File: src/rtl/arm_mc_main_fsm.sv
// Main-control FSM for the multicycle ARM core.
// Sequences fetch/decode/execute/writeback and handshakes with variable-latency memory.
// Also provides a bus-timeout and illegal-op trap and a retired-instruction counter.
//
// Memory handshake: MemReq is high in FETCH, MEMREAD and MEMWRITE. A cycle where
// MemReq=1 and MemReady=1 completes the access. A cycle where MemReq=1 and
// MemReady=0 is a wait cycle, and the FSM holds its state. MemReady is ignored in
// every other state.
//
// dbg_state encoding: FETCH=0 DECODE=1 MEMADR=2 MEMREAD=3 MEMWRITE=4 MEMWB=5
//                     EXECR=6 EXECI=7 ALUWB=8 BRANCH=9 FAULT=10
module arm_mc_main_fsm #(
    parameter int unsigned TIMEOUT = 16,
    parameter int unsigned CNT_W   = 32
) (
    input  logic             clk,
    input  logic             reset,
    input  logic [1:0]       Op,
    input  logic [5:0]       Funct,
    input  logic             MemReady,
    output logic             MemReq,
    output logic             IRWrite,
    output logic             NextPC,
    output logic             RegW,
    output logic             MemW,
    output logic             Branch,
    output logic             ALUOp,
    output logic             AdrSrc,
    output logic [1:0]       ALUSrcA,
    output logic [1:0]       ALUSrcB,
    output logic [1:0]       ResultSrc,
    output logic [1:0]       Fault,
    output logic [CNT_W-1:0] RetireCnt,
    output logic [3:0]       dbg_state
);

    typedef enum logic [3:0] {
        S_FETCH    = 4'd0,
        S_DECODE   = 4'd1,
        S_MEMADR   = 4'd2,
        S_MEMREAD  = 4'd3,
        S_MEMWRITE = 4'd4,
        S_MEMWB    = 4'd5,
        S_EXECR    = 4'd6,
        S_EXECI    = 4'd7,
        S_ALUWB    = 4'd8,
        S_BRANCH   = 4'd9,
        S_FAULT    = 4'd10
    } state_t;

    // The wait counter only needs to reach TIMEOUT-1.
    localparam int unsigned WAIT_W = (TIMEOUT <= 1) ? 1 : $clog2(TIMEOUT);
    localparam logic [WAIT_W-1:0] TMO_LAST = WAIT_W'((TIMEOUT == 0) ? 0 : TIMEOUT - 1);

    state_t             state_q, state_d;
    logic [WAIT_W-1:0]  wait_cnt_q, wait_cnt_d;
    logic [1:0]         fault_q, fault_d;
    logic [CNT_W-1:0]   retire_q, retire_d;

    logic mem_state;
    logic wait_cyc;
    logic timeout_hit;

    // State, wait counter, sticky fault code and retire counter registers.
    always_ff @(posedge clk or negedge reset) begin
        if (!reset) begin
            state_q    <= S_FETCH;
            wait_cnt_q <= '0;
            fault_q    <= 2'b00;
            retire_q   <= '0;
        end else begin
            state_q    <= state_d;
            wait_cnt_q <= wait_cnt_d;
            fault_q    <= fault_d;
            retire_q   <= retire_d;
        end
    end

    // Next-state, wait-counter, fault and retire logic.
    always_comb begin
        state_d    = state_q;
        fault_d    = fault_q;
        retire_d   = retire_q;
        wait_cnt_d = '0;

        mem_state   = (state_q == S_FETCH) || (state_q == S_MEMREAD) || (state_q == S_MEMWRITE);
        wait_cyc    = mem_state && !MemReady;
        // MemReady=1 always wins over the timeout because the timeout only fires on wait cycles.
        timeout_hit = (TIMEOUT != 0) && wait_cyc && (wait_cnt_q == TMO_LAST);

        unique case (state_q)
            S_FETCH:    if (MemReady) state_d = S_DECODE;
            S_DECODE: begin
                unique case (Op)
                    2'b00:   state_d = Funct[5] ? S_EXECI : S_EXECR;
                    2'b01:   state_d = S_MEMADR;
                    2'b10:   state_d = S_BRANCH;
                    default: begin
                        state_d = S_FAULT;
                        fault_d = 2'b10;
                    end
                endcase
            end
            S_MEMADR:   state_d = Funct[0] ? S_MEMREAD : S_MEMWRITE;
            S_MEMREAD:  if (MemReady) state_d = S_MEMWB;
            S_MEMWRITE: begin
                if (MemReady) begin
                    state_d  = S_FETCH;
                    retire_d = retire_q + CNT_W'(1);
                end
            end
            S_MEMWB: begin
                state_d  = S_FETCH;
                retire_d = retire_q + CNT_W'(1);
            end
            S_EXECR:    state_d = S_ALUWB;
            S_EXECI:    state_d = S_ALUWB;
            S_ALUWB: begin
                state_d  = S_FETCH;
                retire_d = retire_q + CNT_W'(1);
            end
            S_BRANCH: begin
                state_d  = S_FETCH;
                retire_d = retire_q + CNT_W'(1);
            end
            S_FAULT:    state_d = S_FAULT;
            default:    state_d = S_FAULT;
        endcase

        if (timeout_hit) begin
            state_d = S_FAULT;
            fault_d = 2'b01;
        end

        // Count consecutive wait cycles within one state. Clear on completion or on a state change.
        if (wait_cyc && (state_d == state_q)) begin
            wait_cnt_d = wait_cnt_q + WAIT_W'(1);
        end
    end

    // Moore decode of the datapath controls. IRWrite/NextPC also depend on MemReady in FETCH.
    // All controls are forced low while reset is held.
    always_comb begin
        MemReq    = 1'b0;
        IRWrite   = 1'b0;
        NextPC    = 1'b0;
        RegW      = 1'b0;
        MemW      = 1'b0;
        Branch    = 1'b0;
        ALUOp     = 1'b0;
        AdrSrc    = 1'b0;
        ALUSrcA   = 2'b00;
        ALUSrcB   = 2'b00;
        ResultSrc = 2'b00;
        if (reset) begin
            unique case (state_q)
                S_FETCH: begin
                    MemReq    = 1'b1;
                    IRWrite   = MemReady;
                    NextPC    = MemReady;
                    ALUSrcA   = 2'b01;
                    ALUSrcB   = 2'b10;
                    ResultSrc = 2'b10;
                end
                S_DECODE: begin
                    ALUSrcA   = 2'b01;
                    ALUSrcB   = 2'b10;
                    ResultSrc = 2'b10;
                end
                S_MEMADR:   ALUSrcB = 2'b01;
                S_MEMREAD: begin
                    MemReq = 1'b1;
                    AdrSrc = 1'b1;
                end
                S_MEMWRITE: begin
                    MemReq = 1'b1;
                    AdrSrc = 1'b1;
                    MemW   = 1'b1;
                end
                S_MEMWB: begin
                    ResultSrc = 2'b01;
                    RegW      = 1'b1;
                end
                S_EXECR:    ALUOp = 1'b1;
                S_EXECI: begin
                    ALUSrcB = 2'b01;
                    ALUOp   = 1'b1;
                end
                S_ALUWB:    RegW = 1'b1;
                S_BRANCH: begin
                    ALUSrcB   = 2'b01;
                    ResultSrc = 2'b10;
                    Branch    = 1'b1;
                end
                default: begin
                end
            endcase
        end
    end

    assign Fault     = fault_q;
    assign RetireCnt = retire_q;
    assign dbg_state = state_q;

endmodule
File: config.mk
export PLATFORM = sky130hd
export DESIGN_NAME = arm_mc_main_fsm
export DESIGN_NICKNAME = d
export VERILOG_FILES = /design/src/rtl/arm_mc_main_fsm.sv
export SDC_FILE = /design/constraint.sdc
export NUM_CORES = 1
export LEC_CHECK = 0
export ABC_AREA = 0
export CELL_PAD_IN_SITES_DETAIL_PLACEMENT = 0
export CELL_PAD_IN_SITES_GLOBAL_PLACEMENT = 1
export CORE_UTILIZATION = 43
export CTS_CLUSTER_SIZE = 30
export DETAILED_ROUTE_END_ITERATION = 10
export DONT_BUFFER_PORTS = 1
export GPL_TIMING_DRIVEN = 0
export PLACE_DENSITY_LB_ADDON = 0.15
export RECOVER_POWER = 100
export SLEW_MARGIN = 20
export SYNTH_ARGS = -nofsm -noshare
export SYNTH_HDL_FRONTEND = slang
export SYNTH_SLANG_ARGS = --single-unit
File: constraint.sdc
create_clock -name clk -period 1.88 [get_ports clk]
set_clock_uncertainty 0.1 [all_clocks]
set_input_delay 0.47 -clock clk [delete_from_list [all_inputs] [get_ports clk]]
set_output_delay 0.47 -clock clk [all_outputs]
set_load 0.01 [all_outputs]
* Word level (Yosys, flattened, before mapping)
Index checks and enable logic that the tools add are counted.
** Word-level totals
- Flip-flop bits (word level) :: 42
- Input port bits :: 11
- Output and inout port bits :: 52
** Cells by class
- Add/sub/neg operators :: 2
- Equality and inequality tests :: 15
- Mux-type cells :: 34
- Reduce and logical (&&, ||, !) cells :: 21
** Operators with widths (count)
- case mux 32 bit (2 select lines) :: 1
- adder 32 x 1 -> 32 bit, second input constant :: 1
- 2-to-1 mux 32 bit :: 1
- case mux 4 bit (7 select lines) :: 1
- 2-to-1 mux 4 bit :: 5
- 2-to-1 mux 1 bit :: 17
- == test 4 x 3 -> 1 bit, second input constant :: 4
- OR reduction 3 bit :: 5
- == test 4 bit, second input constant :: 3
- case mux 4 bit (3 select lines) :: 1
- 2-to-1 mux 2 bit :: 5
- == test 4 x 2 -> 1 bit, second input constant :: 2
- case mux 2 bit (2 select lines) :: 2
- OR reduction 2 bit :: 4
- adder 4 x 1 -> 4 bit, second input constant :: 1
- == test 4 x 1 -> 1 bit, second input constant :: 1
- == test 4 bit :: 1
- zero test 4 bit :: 1
- AND reduction 2 bit :: 2
- nonzero test 2 bit :: 2
- logical AND 1 bit :: 3
- 2-to-1 mux 3 bit :: 1
- == test 2 x 1 -> 1 bit, second input constant :: 1
- == test 2 bit, second input constant :: 1
- other kinds (5) :: 6

* Logic depth before layout (Yosys ltp)
Gate-level depths: netlist of the first run.
- Depth after elaboration :: 9
- Gate-level depth with buffers :: 7

* Least setup slack after synthesis of the first run
No wires, ideal clock.
- Path kind :: flip-flop to output port
- Start :: reg state_q[1], in the netlist dbg_state[1]
- End :: out ResultSrc[1]
- Arrival time :: 1.387 ns
- Data required time :: 1.310 ns
- Slack :: -0.077 ns
- Cell stages (with the launch flop) :: 6
- Path through :: dfrtp_1 > buf_6 > clkbuf_1 > nand3b_1 > nor2_1 > or2_2
** Between the ends
- Cells in the longest elaborated chain, start to end :: 4
- Elaborated cells between the ends (all ways) :: 7
- Classes of those cells :: eq/ne: 3; mux: 2; reduce/logical: 2
** RTL lines
- from (decl) :: line 55 : state_t state_q, state_d;
- from (signal assigned) :: line 72 : state_q <= state_d;
- == test 4 x 1 -> 1 bit, or another cell as far along :: line 156 : unique case (state_q)
- OR reduction 3 bit (no source line)
- case mux 2 bit (2 select lines) * :: line 156
- 2-to-1 mux 2 bit * :: line 155 : if (reset) begin
- to (decl) :: line 31 : output logic [1:0] ResultSrc,
Mark *: on every way between the ends. The rest lies on a longest branch, timed or not.

* Worst setup path after layout of the first run
Ends and elaborated chain as after synthesis.

==> results of run 1 <==
[cells in the final DEF (no fill, tap or decap), types with 3 or more instances in the layout]
master / count
sky130_fd_sc_hd__dfrtp_1: 39
sky130_fd_sc_hd__buf_4: 23
sky130_fd_sc_hd__nand2_1: 17
sky130_fd_sc_hd__xnor2_1: 16
sky130_fd_sc_hd__nor2_1: 14
sky130_fd_sc_hd__xor2_1: 14
sky130_fd_sc_hd__nand3_1: 11
sky130_fd_sc_hd__nor2_4: 10
sky130_fd_sc_hd__buf_6: 8
sky130_fd_sc_hd__nand4_1: 8
sky130_fd_sc_hd__inv_1: 7
sky130_fd_sc_hd__clkbuf_8: 6
sky130_fd_sc_hd__nor2_2: 5
sky130_fd_sc_hd__and3_1: 5
sky130_fd_sc_hd__a21oi_1: 4
sky130_fd_sc_hd__xnor2_2: 4
sky130_fd_sc_hd__nand3b_1: 3
sky130_fd_sc_hd__dfrtp_2: 3
[area by class of cell]
class | count | area share (%)
flip-flops and latches | 42 | 35.5
multi-input cells | 166 | 46.0
plain buffers | 9 | 3.75
repair buffers | 27 | 7.63
clock buffers | 6 | 2.78
well taps | 67 | 2.82
clock inverters | 2 | 0.422
inverters | 8 | 1.01
[power breakdown]
group / switching [mW] / leakage, nW / total [mW] / internal [mW]
clock: 0.321 / 0.0472 / 0.616 / 0.295
sequential: 0.199 / 0.554 / 1.21 / 1.02
combinational: 0.880 / 0.734 / 1.73 / 0.855
[stage by stage]
| stage | area [um2] | cells | setup slack, ns | setup TNS, ns |
|---|---|---|---|---|
| 3_5_place_dp | 2330 | 292 | -0.189 | -0.934 |
| 3_3_place_gp | 2330 | 292 | -0.172 | -0.828 |
| 5_1_grt | 2970 | 327 | -0.327 | -5.08 |
| 2_1_floorplan | 2240 | 225 | 0.00622 | 0 |
| 4_1_cts | 2710 | 314 | -0.278 | -2.54 |
| 6_report | 2970 | 327 | -0.250 | -2.69 |
[worst max-delay path: stages (launching register included)]
cell                        delay, ns
sky130_fd_sc_hd__dfrtp_2         0.46
sky130_fd_sc_hd__buf_8           0.15
sky130_fd_sc_hd__clkbuf_16       0.14
sky130_fd_sc_hd__nand3b_1        0.21
sky130_fd_sc_hd__nor2_4          0.16
sky130_fd_sc_hd__or2_4           0.15
[kinds of logic (layout without fill, tap and decap cells)]
kind of cell               after synthesis  in the layout  synth area share, %
AOI/OAI and AO/OA                       20             20                 6.42
xor gates and xnor gates                34             34                 13.6
other                                    1              1                0.167
muxes                                    1              1                0.502
adders and majority gates                2              2                 1.12
and+or+nand+nor                        108            108                 26.9
buffers and inverters                   17             52                 4.41
DFF                                     42             42                 46.9
[timing repair]
item,in CTS,in global routing
setup endpoints to repair,18,39
pin swaps,15,24
buffers inserted,12,14
hold buffers,2,0
gates resized for setup,39,54
hold endpoints to repair,42,0
[metal layers]
layer | global-route usage [%] | vias up
met5 | 0 | -
met4 | 5.87 | 0
met3 | 5.96 | 5
met2 | 32.4 | 54
met1 | 24.8 | 911
li1 | - | 826
[flip-flops by register name, indices dropped and copies added (netlist names)]
signal      cells
dbg_state       4
Fault           2
RetireCnt      32
wait_cnt_q      4
[worst max-delay path by stage]
stage	slack, ns	depth (start not counted)	start	end
2_1_floorplan	0.006	6	dbg_state[1]$_DFF_PN0_	wait_cnt_q[3]$_DFF_PN0_
6_report	-0.25	5	dbg_state[1]$_DFF_PN0_	ResultSrc[1]
3_3_place_gp	-0.17	6	dbg_state[1]$_DFF_PN0_	wait_cnt_q[3]$_DFF_PN0_
4_1_cts	-0.28	5	dbg_state[1]$_DFF_PN0_	ResultSrc[1]
5_1_grt	-0.33	6	dbg_state[2]$_DFF_PN0_	ALUSrcB[0]
3_5_place_dp	-0.19	6	dbg_state[1]$_DFF_PN0_	wait_cnt_q[3]$_DFF_PN0_
==> impl_metrics.sql, run 1 <==
INSERT INTO impl_metrics (metric_group, metric, value, unit) VALUES
('power', 'vdd_ir_drop_max', '0.826', 'mV'),
('floorplanning', 'top_level_ports', '63', ''),
('finish', 'area_of_the_multi_input_gates', '0.00137', 'mm2'),
('yosys', 'syn_area', '0.00224', 'mm2'),
('setup_path', 'crit_path_end_kind', 'output pin', ''),
('sta', 'finalCritPeriodShare', '113', '%'),
('placement', 'routabilityCongestion', '0.821', ''),
('global_route', 'grt_antenna_before_repair', '0', ''),
('sta', 'finalWorstSetupSlack', '-0.250', 'ns'),
('yosys', 'synth.most_common_cell', 'sky130_fd_sc_hd__dfrtp_1', ''),
('yosys', 'syn_avg_cell_area', '9.97', 'um2'),
('global_route', 'first_global_vias', '1774', ''),
('yosys', 'synth.top_cells.by_count', '42 x sky130_fd_sc_hd__dfrtp_1, 28 x sky130_fd_sc_hd__nor2_1, 20 x sky130_fd_sc_hd__nand2_1, 19 x sky130_fd_sc_hd__xnor2_1', ''),
('placement', 'dp.final_hpwl', '3.25', 'mm'),
('setup_path', 'required_time_worst_endpoint', '1.31', 'ns'),
('clocking', 'cts_buffer_depth', '2', ''),
('placement', 'port_buffers', '0', ''),
('global_route', 'grt_max_degree', '43', ''),
('outcome', 'status', 'finished, violations left', ''),
('global_route', 'grt-ovfl-total', '0', ''),
('finish', 'syn_to_final_growth', '32.4', '%'),
('power', 'power.density_cell_area', '1200', 'mW/mm2'),
('floorplanning', 'die_x', '74.2', 'um'),
('hold_path', 'min_from', 'Op[1]', ''),
('route', 'post_drt_wl_per_cell', '16.8', 'um'),
('clocking', 'cts_buffers', '5', ''),
('clocking', 'cts_tree', 'built', ''),
('route', 'met3_length', '308', 'um'),
('sta', 'timing.final.max_slew_violations', '0', ''),
('floorplanning', 'placement_rows', '25', ''),
('sta', 'hold-worst-slack', '0.196', 'ns'),
('route', 'met1Wirelength', '2.34', 'mm'),
('global_route', 'grt.total_usage', '19.6', '%'),
('floorplanning', 'floorplan.initialDensity', '45.9', '%'),
('floorplanning', 'chipHeight', '74.2', 'um'),
('clocking', 'clkTransAtPathRegs', '0.08', 'ns'),
('route', 'routed-wl-met2', '2.79', 'mm'),
('hold_path', 'hold_depth', '1', ''),
('sta', 'finalHoldViolCount', '0', ''),
('sta', 'fmax', '0.469', 'GHz'),
('yosys', 'synth_enable_flop_cells', '0', ''),
('setup_path', 'crit_path_max_fanout', '5', ''),
('route', 'finalWirelength', '5.49', 'mm'),
('sta', 'finalCriticalPeriod', '2.13', 'ns'),
('yosys', 'yosysWarnings', '0', ''),
('power', 'report.power.total', '3.56', 'mW'),
('hold_path', 'hp-class', 'input pin to register', ''),
('setup_path', 'worstRegToRegCells', '8', ''),
('finish', 'nFillCells', '414', ''),
('finish', 'diode_insertion_count_for_antenna_repair', '0', ''),
('route', 'drc_errors', '0', ''),
('setup_path', 'timing.rr.end', 'wait_cnt_q[0]$_DFF_PN0_', ''),
('setup_path', 'timing.rr.start', 'dbg_state[1]$_DFF_PN0_', ''),
('route', 'detailedRoute.firstPassIterationCount', '4', ''),
('run', 'timing.max_cap.violations', '0', ''),
('yosys', 'yosys-top-cells-area', 'sky130_fd_sc_hd__dfrtp_1 47%, sky130_fd_sc_hd__xnor2_1 7.4%, sky130_fd_sc_hd__xor2_1 5.5%, sky130_fd_sc_hd__nor2_1 4.7%, sky130_fd_sc_hd__nand2_1 3.3%', ''),
('hold_path', 'hold_end', 'dbg_state[3]$_DFF_PN0_', ''),
('route', 'dr.max_layer_used', 'met4', ''),
('setup_path', 'critical_path.startpoint_type', 'register', ''),
('power', 'p_leak', '1.34', 'nW'),
('outcome', 'failing_checks', 'negative setup slack', ''),
('setup_path', 'timing.reg2reg.setup_slack', '-0.15', 'ns'),
('clocking', 'h_tree_levels', '2', ''),
('global_route', 'grt_first_pass_wirelength', '8.20', 'mm'),
('sta', 'total_setup_violations_reported_at_the_end_of_the_flow', '27', ''),
('sta', 'worst-slew-pin-transition', '0.948', 'ns'),
('route', 'vias_per_cell', '5.49', ''),
('finish', 'drive_gt1_share', '37.7', '%'),
('yosys', 'yosys_most_used_dff', 'sky130_fd_sc_hd__dfrtp_1', ''),
('sta', 'rsz0062_at_grt', 'yes', ''),
('yosys', 'synth.yosys.seq_area_share', '46.9', '%');
(Power assumes the default switching activity.)
==> inputs of run 2 (changes only) <==
--- a/config.mk
+++ b/config.mk
@@ -15,6 +15,7 @@
 export GPL_TIMING_DRIVEN = 0
 export PLACE_DENSITY_LB_ADDON = 0.15
 export RECOVER_POWER = 100
+export REMOVE_ABC_BUFFERS = 1
 export SLEW_MARGIN = 20
 export SYNTH_ARGS = -nofsm -noshare
 export SYNTH_HDL_FRONTEND = slang
==> run 2 against run 1 <==
  * The run still ends with negative setup slack left
  * Final cell count decreased by 0.92%
  * Final area decreased by 0.42%
  * Combinational power decreased by 3%
  * Routed wire length decreased by 1.4%
  * Via count decreased by 0.39%
  * Sequential share of layout area increased by 0.32 points
  * Die area unchanged
  * Critical endpoint is now AdrSrc
  * Largest power group unchanged
  * Highest routed layer unchanged
==> impl_metrics.sql, run 2 (synthesis gave the netlist of run 1 again) <==
INSERT INTO impl_metrics (metric_group, metric, value, unit) VALUES
('power', 'sequential_power_share', '33.6', '%'),
('route', 'via_count', '1789', ''),
('global_route', 'groute.layer.met2.usage', '34.2', '%'),
('sta', 'totalNegativeSetupSlack', '-1.06', 'ns'),
('hold_path', 'hold_depth', '1', ''),
('clocking', 'cts_buffers', '5', ''),
('power', 'net_switching', '1.43', 'mW'),
('power', 'report.power.total', '3.82', 'mW'),
('finish', 'final_instance_count_excl_fillers', '324', ''),
('placement', 'preCtsSetupSlack', '-0.447', 'ns'),
('sta', 'total_setup_violations_reported_at_the_end_of_the_flow', '16', ''),
('setup_path', 'crit_path_max_fanout', '7', ''),
('hold_path', 'min_from', 'Op[1]', ''),
('clocking', 'cts_tree', 'built', ''),
('setup_path', 'timing.reg2reg.setup_slack', '-0.11', 'ns'),
('clocking', 'h_tree_levels', '2', ''),
('route', 'drt.antenna.violating_nets', '0', ''),
('setup_path', 'critical_path.startpoint_type', 'register', ''),
('floorplanning', 'core-area', '0.00488', 'mm2'),
('floorplanning', 'die-area', '0.00551', 'mm2'),
('floorplanning', 'die_x', '74.2', 'um'),
('sta', 'rsz0062_at_grt', 'yes', ''),
('global_route', 'grt_most_used_layer', 'met2', ''),
('power', 'clkPwrFrac', '22.4', '%'),
('power', 'power.density_cell_area', '1290', 'mW/mm2'),
('route', 'post_drt_wl_per_cell', '16.7', 'um'),
('setup_path', 'critPathArrivalTime', '1.46', 'ns'),
('hold_path', 'hp-class', 'input pin to register', ''),
('global_route', 'grt-ovfl-total', '0', ''),
('global_route', 'grt.met1_usage', '25.8', '%'),
('global_route', 'first_global_vias', '1724', ''),
('power', 'p_leak', '1.33', 'nW'),
('placement', 'placedInstanceArea', '0.00226', 'mm2'),
('floorplanning', 'chipHeight', '74.2', 'um'),
('sta', 'slew_headroom', '31.0', '%'),
('route', 'detailedRoute.firstPassIterationCount', '4', ''),
('floorplanning', 'floorplan.initialDensity', '45.9', '%'),
('setup_path', 'cell_chain_critical_path', 'buf_6, and3b_2, a21oi_2, nor2_2', ''),
('setup_path', 'worstRegToRegCells', '6', ''),
('power', 'power.share.combinational', '43.9', '%'),
('finish', 'layout.cell_area.non_filler', '0.00296', 'mm2'),
('hold_path', 'hold_end', 'dbg_state[3]$_DFF_PN0_', ''),
('power', 'power.internal', '2.38', 'mW'),
('setup_path', 'timing.rr.start', 'dbg_state[1]$_DFF_PN0_', ''),
('setup_path', 'critical_path.slowest_cell', 'sky130_fd_sc_hd__dfrtp_4', ''),
('finish', 'max_ffs_per_register', '32', ''),
('global_route', 'grt_first_pass_wirelength', '8.47', 'mm'),
('placement', 'port_buffers', '0', ''),
('clocking', 'clk_latency', '0.30', 'ns'),
('power', 'power.switching_fraction', '37.5', '%'),
('route', 'drc_errors', '0', ''),
('setup_path', 'required_time_worst_endpoint', '1.31', 'ns'),
('sta', 'finalWorstSetupSlack', '-0.150', 'ns'),
('sta', 'finalHoldViolCount', '0', ''),
('global_route', 'grt_antenna_before_repair', '0', ''),
('floorplanning', 'top_level_ports', '63', ''),
('finish', 'most_frequent_cells_in_the_layout', '37 x sky130_fd_sc_hd__dfrtp_1, 23 x sky130_fd_sc_hd__buf_4, 19 x sky130_fd_sc_hd__nand2_1', ''),
('setup_path', 'crit_path_end_kind', 'output pin', ''),
('finish', 'syn_to_final_growth', '31.8', '%'),
('power', 'vdd_ir_drop_max', '0.805', 'mV'),
('clocking', 'cts.sinks', '42', ''),
('finish', 'final_net_count', '269', ''),
('run', 'timing.max_cap.violations', '0', ''),
('route', 'vias_per_cell', '5.52', ''),
('setup_path', 'crit_path_max_incr_delay', '0.57', 'ns'),
('setup_path', 'worstPathBufferInverterCount', '1', ''),
('route', 'detailedRoute.firstIterationViolations', '68', ''),
('clocking', 'clkTransAtPathRegs', '0.08', 'ns'),
('global_route', 'grt.total_usage', '20.2', '%'),
('sta', 'timing.final.max_slew_violations', '0', ''),
('setup_path', 'setup.worst_path.class', 'register to output pin', ''),
('clocking', 'cts_buffer_depth', '2', ''),
('global_route', 'grt.met3_usage', '4.88', '%'),
('sta', 'finalCritPeriodShare', '108', '%'),
('outcome', 'failing_checks', 'negative setup slack', ''),
('placement', 'dp.final_hpwl', '3.18', 'mm'),
('placement', 'routabilityCongestion', '0.725', ''),
('finish', 'mostFrequentLayoutCell', 'sky130_fd_sc_hd__dfrtp_1', ''),
('finish', 'drive_gt1_share', '38.5', '%'),
('setup_path', 'timing.rr.end', 'wait_cnt_q[0]$_DFF_PN0_', ''),
('placement', 'placedCellCount', '283', ''),
('outcome', 'status', 'finished, violations left', ''),
('sta', 'worst-slew-pin-transition', '1.04', 'ns'),
('sta', 'finalCriticalPeriod', '2.03', 'ns'),
('finish', 'diode_insertion_count_for_antenna_repair', '0', ''),
('route', 'finalWirelength', '5.41', 'mm'),
('sta', 'fmax', '0.493', 'GHz'),
('global_route', 'grt_max_degree', '43', ''),
('floorplanning', 'placement_rows', '25', ''),
('clocking', 'clockRootBuffer', 'sky130_fd_sc_hd__clkbuf_8', ''),
('setup_path', 'crit_family', 'flip-flops', '');
## run 2: area by class of cell
type / count / area (um2)
fillers: 418 / 1920
clock inverters: 3 / 68.8
clock buffers: 5 / 68.8
multi-input cells: 166 / 1370
repair buffers: 33 / 274
well taps: 67 / 83.8
flip-flops and latches: 42 / 1060
inverters: 8 / 30.0
## run 2: worst max path at each step
stage	start	endpoint	slack, ns	depth (start not counted)
final	dbg_state[1]$_DFF_PN0_	AdrSrc	-0.15	4
after global routing	dbg_state[1]$_DFF_PN0_	AdrSrc	-0.18	4
after CTS	dbg_state[1]$_DFF_PN0_	AdrSrc	-0.14	4
after detailed placement	dbg_state[1]$_DFF_PN0_	wait_cnt_q[3]$_DFF_PN0_	-0.45	5
after global placement	dbg_state[1]$_DFF_PN0_	wait_cnt_q[3]$_DFF_PN0_	-0.31	5
after floorplan	dbg_state[1]$_DFF_PN0_	wait_cnt_q[3]$_DFF_PN0_	-0.12	5
## run 2: timing repair
item	4_1_cts	5_1_grt
endpoints found under the hold margin	42	0
hold buffers	2	0
setup endpoints to repair	45	41
pin swaps	17	23
buffers inserted	15	16
gates resized for setup	50	47
## run 2: power by group through the flow
stage               combinational [mW]  clock (mW)  sequential (mW)
global route                      1.81       0.909             1.31
finish                            1.68       0.855             1.28
detailed placement               0.798           0             1.33
global placement                 0.774           0             1.32
CTS                               1.34       0.872             1.26
floorplan                        0.684           0             1.26
## run 2: per-layer routing
layer | up-vias | routed length [um]
li1 | 826 | -
met1 | 885 | 2260
met2 | 70 | 2720
met3 | 8 | 353
met4 | 0 | 80
met5 | - | 0
## run 2: through the flow
stage          utilization [%]  hold WS (ns)
2_1_floorplan                -        0.0744
3_3_place_gp              46.3        0.0757
3_5_place_dp              46.3        0.0758
4_1_cts                   55.3         0.187
5_1_grt                   60.6         0.193
6_report                  60.6         0.201
==> inputs of run 3 (changes only) <==
--- a/config.mk
+++ b/config.mk
@@ -16,6 +16,8 @@
 export PLACE_DENSITY_LB_ADDON = 0.15
 export RECOVER_POWER = 100
 export REMOVE_ABC_BUFFERS = 1
+export SETUP_SLACK_MARGIN = 0.2
+export SKIP_CTS_REPAIR_TIMING = 1
 export SLEW_MARGIN = 20
 export SYNTH_ARGS = -nofsm -noshare
 export SYNTH_HDL_FRONTEND = slang
==> run 3 against run 2 <==
  * The run still ends with negative setup slack left
  * Critical path depth grew 3
  * Register-to-register slack worse by 0.04 ns
  * Final area shrank 1.9%
  * Flip-flop and latch count unchanged
  * Die area did not move
  * Clock-buffer cell count unchanged
  * Routed wire length is 2.4% lower
  * Sequential power about the same
  * Critical path type is now register to register
  * Critical endpoint is now RetireCnt[19]$_DFFE_PN0P_
==> impl_metrics.sql, run 3 (synthesis gave the netlist of run 1 again) <==
INSERT INTO impl_metrics (metric_group, metric, value, unit) VALUES
('sta', 'finalWorstSetupSlack', '-0.151', 'ns'),
('setup_path', 'required_time_worst_endpoint', '1.96', 'ns'),
('route', 'drc_errors', '0', ''),
('power', 'sequential_power_share', '36.6', '%'),
('power', 'report.power.total', '3.55', 'mW'),
('clocking', 'h_tree_levels', '2', ''),
('floorplanning', 'top_level_ports', '63', ''),
('setup_path', 'crit_path_max_fanout', '7', ''),
('finish', 'syn_to_final_growth', '29.4', '%'),
('finish', 'final_net_count', '261', ''),
('power', 'p_leak', '1.29', 'nW'),
('global_route', 'grt_max_degree', '49', ''),
('placement', 'port_buffers', '0', ''),
('floorplanning', 'floorplan.initialDensity', '45.9', '%'),
('finish', 'max_ffs_per_register', '32', ''),
('global_route', 'grt_first_pass_wirelength', '7.40', 'mm'),
('setup_path', 'critPathArrivalTime', '2.12', 'ns'),
('finish', 'most_frequent_cells_in_the_layout', '32 x sky130_fd_sc_hd__dfrtp_1, 17 x sky130_fd_sc_hd__xnor2_1, 16 x sky130_fd_sc_hd__nand2_1', ''),
('global_route', 'grt_antenna_before_repair', '0', ''),
('route', 'detailedRoute.firstIterationViolations', '61', ''),
('floorplanning', 'die-area', '0.00551', 'mm2'),
('finish', 'post-route-util', '59.4', '%'),
('global_route', 'first_global_vias', '1526', ''),
('route', 'via_count', '1701', ''),
('placement', 'preCtsSetupSlack', '-0.447', 'ns'),
('finish', 'drive_gt1_share', '41.0', '%'),
('placement', 'placedInstanceArea', '0.00226', 'mm2'),
('setup_path', 'critical_path.startpoint_type', 'register', ''),
('sta', 'finalCritPeriodShare', '108', '%'),
('power', 'clkPwrFrac', '24.1', '%'),
('run', 'timing.max_cap.violations', '0', ''),
('global_route', 'grt.total_usage', '17.5', '%'),
('power', 'power.density_cell_area', '1230', 'mW/mm2'),
('route', 'post_drt_wl_per_cell', '16.7', 'um'),
('finish', 'diode_insertion_count_for_antenna_repair', '0', ''),
('finish', 'mostFrequentLayoutCell', 'sky130_fd_sc_hd__dfrtp_1', ''),
('hold_path', 'hp-class', 'input pin to register', ''),
('power', 'power.share.combinational', '39.3', '%'),
('floorplanning', 'core-area', '0.00488', 'mm2'),
('sta', 'slew_headroom', '30.0', '%'),
('sta', 'total_setup_violations_reported_at_the_end_of_the_flow', '28', ''),
('route', 'vias_per_cell', '5.38', ''),
('clocking', 'cts_tree', 'built', ''),
('power', 'power.internal', '2.21', 'mW'),
('clocking', 'clk_latency', '0.30', 'ns'),
('clocking', 'cts.sinks', '42', ''),
('power', 'net_switching', '1.35', 'mW'),
('route', 'drt.antenna.violating_nets', '0', ''),
('setup_path', 'setup.worst_path.class', 'register to register', ''),
('sta', 'finalCriticalPeriod', '2.03', 'ns'),
('floorplanning', 'placement_rows', '25', ''),
('outcome', 'status', 'finished, violations left', ''),
('sta', 'timing.final.max_slew_violations', '0', ''),
('clocking', 'clockRootBuffer', 'sky130_fd_sc_hd__clkbuf_8', ''),
('clocking', 'clkTransAtPathRegs', '0.08', 'ns'),
('power', 'power.switching_fraction', '37.9', '%'),
('sta', 'worst-slew-pin-transition', '1.05', 'ns'),
('finish', 'layout.cell_area.non_filler', '0.00290', 'mm2'),
('sta', 'rsz0062_at_grt', 'yes', ''),
('route', 'finalWirelength', '5.28', 'mm'),
('route', 'detailedRoute.firstPassIterationCount', '4', ''),
('placement', 'routabilityCongestion', '0.725', ''),
('finish', 'final_instance_count_excl_fillers', '316', ''),
('floorplanning', 'die_x', '74.2', 'um'),
('clocking', 'cts_buffers', '5', ''),
('setup_path', 'crit_path_end_kind', 'register', ''),
('power', 'vdd_ir_drop_max', '0.691', 'mV'),
('global_route', 'grt-ovfl-total', '0', ''),
('clocking', 'cts_buffer_depth', '2', ''),
('sta', 'fmax', '0.492', 'GHz'),
('placement', 'dp.final_hpwl', '3.18', 'mm'),
('placement', 'placedCellCount', '283', ''),
('sta', 'finalHoldViolCount', '0', ''),
('floorplanning', 'chipHeight', '74.2', 'um'),
('outcome', 'failing_checks', 'negative setup slack', '');
run 3: cell count changes in the layout (fill, tap and decap cells not counted), moves of 3 or more:
cell,delta
sky130_fd_sc_hd__buf_4,-12
sky130_fd_sc_hd__buf_6,+7
sky130_fd_sc_hd__dfrtp_1,-5
sky130_fd_sc_hd__dfrtp_2,+5
sky130_fd_sc_hd__nand2_1,-3
sky130_fd_sc_hd__nand2_2,+3
sky130_fd_sc_hd__nand3_1,-3
sky130_fd_sc_hd__nand3_2,+4
sky130_fd_sc_hd__nor2_2,+3
sky130_fd_sc_hd__nor2_4,-3
run 3: worst paths after layout:
kind                       slack, ns                        end  cells after the start                     from
min in group asynchronous       0.79  RetireCnt[19]$_DFFE_PN0P_                      2                    reset
min reg2reg                     0.39    wait_cnt_q[0]$_DFF_PN0_                      1  wait_cnt_q[0]$_DFF_PN0_
min                             0.20     dbg_state[3]$_DFF_PN0_                      1                    Op[1]
max in group asynchronous       0.12     dbg_state[1]$_DFF_PN0_                      2                    reset
max                            -0.15  RetireCnt[19]$_DFFE_PN0P_                      7   dbg_state[1]$_DFF_PN0_
max reg2reg                    -0.15  RetireCnt[19]$_DFFE_PN0P_                      7   dbg_state[1]$_DFF_PN0_
run 3: metal layers:
| metal | global-route usage [%] | share of wire, % | wire length (um) | vias up |
|---|---|---|---|---|
| met2 | 28.8 | 51 | 2670 | 45 |
| met5 | 0 | 0 | 0 | - |
| met1 | 22.8 | 44 | 2310 | 845 |
| met3 | 4.61 | 4.8 | 256 | 6 |
| li1 | - | - | - | 805 |
| met4 | 5.03 | 0.91 | 48 | 0 |
run 3: power groups by stage:
stage / Sequential [mW] / Clock [mW] / Combinational [mW]
2_1_floorplan: 1.26 / 0 / 0.684
3_3_place_gp: 1.32 / 0 / 0.774
3_5_place_dp: 1.33 / 0 / 0.798
4_1_cts: 1.31 / 0.872 / 0.802
5_1_grt: 1.33 / 0.913 / 1.52
6_report: 1.30 / 0.856 / 1.40
run 3: critical path: stages, from the launching register on:
cell and delay [ns]:
sky130_fd_sc_hd__dfrtp_4 0.57, sky130_fd_sc_hd__buf_8 0.16, sky130_fd_sc_hd__buf_6 0.11, sky130_fd_sc_hd__nor4_4 0.29
sky130_fd_sc_hd__buf_4 0.19, sky130_fd_sc_hd__nand3_4 0.19, sky130_fd_sc_hd__buf_6 0.19, sky130_fd_sc_hd__xnor2_1 0.11
run 3: area by class of cell:
cell class	count	area (um2)
fill	410	1980
multi-input combinational	166	1350
sequential	42	1070
timing repair buffer	25	230
tap	67	83.8
clock buffer	5	68.8
clock inverter	3	68.8
inverter	8	30.0
run 3: per-stage QoR:
stage               setup TNS [ns]  hold slack [ns]
floorplan                   -0.363           0.0744
global placement             -3.13           0.0757
detailed placement           -5.23           0.0758
CTS                          -9.17           -0.257
global route                 -5.85            0.182
finish                       -2.63            0.198
